`src/rtl/rf_wb_queue.sv`:
```
// rtl/rf_wb_queue.sv - register-file writeback queue with optional pending-write lookup (RF_WBQ_FWD_EN)
module rf_wb_queue #(
    parameter int ADDR_W = 5,
    parameter int DATA_W = 32,
    parameter int DEPTH  = 4
) (
    input  logic                       clk,
    input  logic                       rst,
    input  logic                       in_valid,
    output logic                       in_ready,
    input  logic [ADDR_W-1:0]          in_addr,
    input  logic [DATA_W-1:0]          in_data,
    output logic                       wr_en,
    output logic [ADDR_W-1:0]          wr_addr,
    output logic [DATA_W-1:0]          wr_data,
    input  logic                       wr_stall,
    output logic [$clog2(DEPTH):0]     count,
    input  logic [ADDR_W-1:0]          lk_addr,
    output logic                       lk_hit,
    output logic [DATA_W-1:0]          lk_data
);

    localparam int PW = $clog2(DEPTH);
    localparam int CW = $clog2(DEPTH) + 1;

    logic [ADDR_W-1:0] addr_q [DEPTH];
    logic [ADDR_W-1:0] addr_d [DEPTH];
    logic [DATA_W-1:0] data_q [DEPTH];
    logic [DATA_W-1:0] data_d [DEPTH];
    logic [PW-1:0]     wr_ptr_q, wr_ptr_d;
    logic [PW-1:0]     rd_ptr_q, rd_ptr_d;
    logic [CW-1:0]     count_q, count_d;
    logic              push;
    logic              pop;

    // Handshake and head presentation; register 0 requests complete the handshake but are dropped
    always_comb begin
        in_ready = (count_q != CW'(DEPTH));
        wr_en    = (count_q != '0);
        push     = in_valid && in_ready && (in_addr != '0);
        pop      = wr_en && !wr_stall;
        wr_addr  = wr_en ? addr_q[rd_ptr_q] : '0;
        wr_data  = wr_en ? data_q[rd_ptr_q] : '0;
        count    = count_q;
    end

    // Next-state for storage, pointers and occupancy; pointers wrap naturally at DEPTH
    always_comb begin
        addr_d   = addr_q;
        data_d   = data_q;
        wr_ptr_d = wr_ptr_q;
        rd_ptr_d = rd_ptr_q;
        count_d  = count_q;
        if (push) begin
            addr_d[wr_ptr_q] = in_addr;
            data_d[wr_ptr_q] = in_data;
            wr_ptr_d         = wr_ptr_q + PW'(1);
        end
        if (pop) begin
            rd_ptr_d = rd_ptr_q + PW'(1);
        end
        case ({push, pop})
            2'b10:   count_d = count_q + CW'(1);
            2'b01:   count_d = count_q - CW'(1);
            default: count_d = count_q;
        endcase
    end

    // Control state register; reset discards all pending entries
    always_ff @(posedge clk) begin
        if (rst) begin
            wr_ptr_q <= '0;
            rd_ptr_q <= '0;
            count_q  <= '0;
        end else begin
            wr_ptr_q <= wr_ptr_d;
            rd_ptr_q <= rd_ptr_d;
            count_q  <= count_d;
        end
    end

    // Entry storage; contents are only meaningful while counted as occupied, so no reset
    always_ff @(posedge clk) begin
        addr_q <= addr_d;
        data_q <= data_d;
    end

`ifdef RF_WBQ_FWD_EN
    logic [PW-1:0] lk_idx;

    // Scan occupied entries oldest to newest so the newest match wins; incoming push is not visible
    always_comb begin
        lk_hit  = 1'b0;
        lk_data = '0;
        lk_idx  = rd_ptr_q;
        for (int i = 0; i < DEPTH; i++) begin
            lk_idx = rd_ptr_q + PW'(i);
            if ((CW'(i) < count_q) && (addr_q[lk_idx] == lk_addr) && (lk_addr != '0)) begin
                lk_hit  = 1'b1;
                lk_data = data_q[lk_idx];
            end
        end
    end
`else
    logic lk_unused;

    // Lookup disabled: outputs tied off, address port kept for a stable interface
    always_comb begin
        lk_unused = ^lk_addr;
        lk_hit    = 1'b0;
        lk_data   = '0;
    end
`endif

endmodule

```
`config.mk`:
```
export PLATFORM = sky130hd
export DESIGN_NAME = rf_wb_queue
export DESIGN_NICKNAME = d
export VERILOG_FILES = /design/src/rtl/rf_wb_queue.sv
export SDC_FILE = /design/constraint.sdc
export NUM_CORES = 1
export LEC_CHECK = 0
export ABC_AREA = 1
export CAP_MARGIN = 0
export CORE_MARGIN = 2
export CORE_UTILIZATION = 25
export DETAILED_ROUTE_END_ITERATION = 16
export DONT_BUFFER_PORTS = 1
export HOLD_SLACK_MARGIN = 0.03
export PLACE_DENSITY = 0.42
export SLEW_MARGIN = 20
export SYNTH_ARGS = -nofsm -noshare
export SYNTH_HDL_FRONTEND = slang
export SYNTH_SLANG_ARGS = --single-unit
```
`constraint.sdc`:
```
create_clock -name clk -period 2.75 [get_ports clk]
set_input_delay 0.55 -clock clk [delete_from_list [all_inputs] [get_ports clk]]
set_output_delay 0.55 -clock clk [all_outputs]
set_load 0.1 [all_outputs]
```
==> results.toml <==
[min_path]
hold_start = "rst"
hold_path_class = "input port to flip-flop"
hold_path_depth = 1
whs_endpoint = "rd_ptr_q[1]"

[cts]
post_cts_buffers = 0
cts_resized = 0
cts_tree = "built"
cts.sinks = 155
htreeDepth = 4
cts-root-buf = "clkbuf_16"
path_clk_slew_ns = 0.06
clock_path_buffers = 2
cts_buffers = 17
clock_latency_ns = 0.42
hold_buffers = 0

[synth]
yosysTopAreaCellShare_pct = 68.5
ys_async_sr_fraction_pct = 0
yosys-top-cells-area = "edfxtp_1, nor2_1, buf_4, a21oi_1, o21ai_1"
ys_types = 21
synthTopCellsByCount = "nor2_1, edfxtp_1, a21oi_1"
postSynthCellCount = 545
yosys.cell_count.top_type = "nor2_1"
ys_warn_count = 0
yosysTopAreaCell = "edfxtp_1"
seq_area_frac_synth_pct = 70.7
synth-seq-cells = 155
synth_flop_cell = "edfxtp_1"
synth-edff-count = 148
syn-cell-area_um2 = 6480
syn_area_per_cell_um2 = 11.9

[timing]
setup_ws_ns = 0.215
final_max_slew_viol_count = 0
tightest_slew_ns = 0.897
max_slew_margin_pct = 40.1
report.final.setup_viol = 0
fin_crit_ns = 2.54
rsz0062_at_grt = "false"
fin_skew_ns = 0.00948
final-hold-violation-count = 0
post-route-period-util_pct = 92.2
timing.fmax_mhz = 394

[outcome]
status = "complete, no violations"

[drt]
vias = 3940
final_antenna_net_count = 0
drc = 0
first_pass_iters = 4
wl_per_cell_um = 16.5
viasPerCell = 4.20
drtIter0Drc = 190
routed_wirelength_um = 15500

[placed_design]
hpwl_um = 9130
gp_congestion = 0.683
dpl_worst_slack_ns = 0.368
numPortBuffers = 0

[die]
die_y_um = 165
pin_count = 121
die_width_um = 165
start_util_pct = 25.6
fp-row-count = 58
dieArea_um2 = 27200
coreArea_um2 = 25300

[critical_path]
setup.worst_path.start_class = "flip-flop"
crit_arrival_ns = 1.99
crit_fanout = 38
endpoint_kind = "output port"
crit_required_ns = 2.20
r2r_start = "count[0]"
r2r_end = "count[2]"
path_class = "flip-flop to output port"
reg2reg_slack_ns = 0.66
rr_worst_depth = 13

[final_layout]
synthToLayoutAreaGrowth_pct = 31.8
diodes = 0
nFillCells = 2454
finalNetCount = 647
drive_gt1_share_pct = 23.4

[global_routing]
grt_max_degree = 44
grt_pass1_wl_um = 23600
grt-ovfl-total = 0
grt_usage_pct = 12.0
grt_pass1_vias = 4046
antenna_found_initial = 0

[run]
maxCapViolCount = 0
## layer usage
metal	track usage [%]	up-vias	wire (um)
li1	-	1910	-
met1	15.2	1909	6880
met2	19.1	108	7320
met3	4.40	13	1100
met4	3.87	0	163
met5	0	-	0
## metrics by stage
step / hold WS, ns / instance area (um2) / cells / setup TNS, ns / util, %
after floorplan: 0.497 / 7020 / 577 / -0.641 / -
after global placement: 0.512 / 7950 / 906 / 0 / 31.4
after detailed placement: 0.537 / 7950 / 906 / 0 / 31.4
after CTS: 0.160 / 8550 / 938 / 0 / 33.8
after global routing: 0.170 / 8550 / 938 / 0 / 33.8
final: 0.186 / 8550 / 938 / 0 / 33.8
## cells in the final DEF (no fill, tap or decap), drive strengths merged
master    netlist  final
a21oi          42     42
xor2            1      1
edfxtp        148    148
buf            56     59
conb            1     33
clkbuf          4     18
clkinvlp        0      2
inv            22     24
nand2          12     12
o21ai          77     77
bufinv          0      3
or2             1      1
fa              1      1
nor2          165    165
nand3           3      3
clkinv          0      7
dfxtp           7      7
ha              5      5
## logic make-up after synthesis
group	count (synthesis)	synth area share [%]
AOI/OAI and AO/OA	119	9.18
xor gates and xnor gates	1	0.251
adders and majority gates	6	1.27
buffers and inverters	82	7.97
DFF	155	70.7
other	1	0.0578
and+or+nand+nor	181	10.6
## state kept, by name, indices dropped and copies added (netlist names)
register / flops
count: 3
wr_ptr_q: 2
data_q: 128
addr_q: 20
rd_ptr_q: 2
## critical path, stage by stage (launching register included)
cell and delay, ns:
dfxtp_4 0.37, buf_4 0.41, nor2_1 0.10, nor2_1 0.11, o21ai_0 0.11, a21oi_2 0.26, buf_12 0.21
## layout make-up
cell class                 count  area (um2)  share of cell area (%)
inverter                      22        85.1                   0.995
clock buffer                  18         429                    5.02
clock inverter                14         170                    1.99
timing repair buffer          59         943                    11.0
sequential                   155        4590                    53.7
multi-input combinational    340        1920                    22.4
tap                          330         413                    4.83
## worst max path at each step
stage	start	end	cells past startpoint
final	rd_ptr_q[0]	wr_data[24]	6
after global placement	in_addr[1]	count[2]	13
after global routing	rd_ptr_q[1]	wr_data[31]	5
after detailed placement	in_addr[1]	count[2]	13
after floorplan	count[2]	wr_addr[0]	5
after CTS	rd_ptr_q[1]	wr_data[20]	5
Power is not shown: default switching activity piles up to over one toggle a cycle in this logic, so the estimate is an artifact.
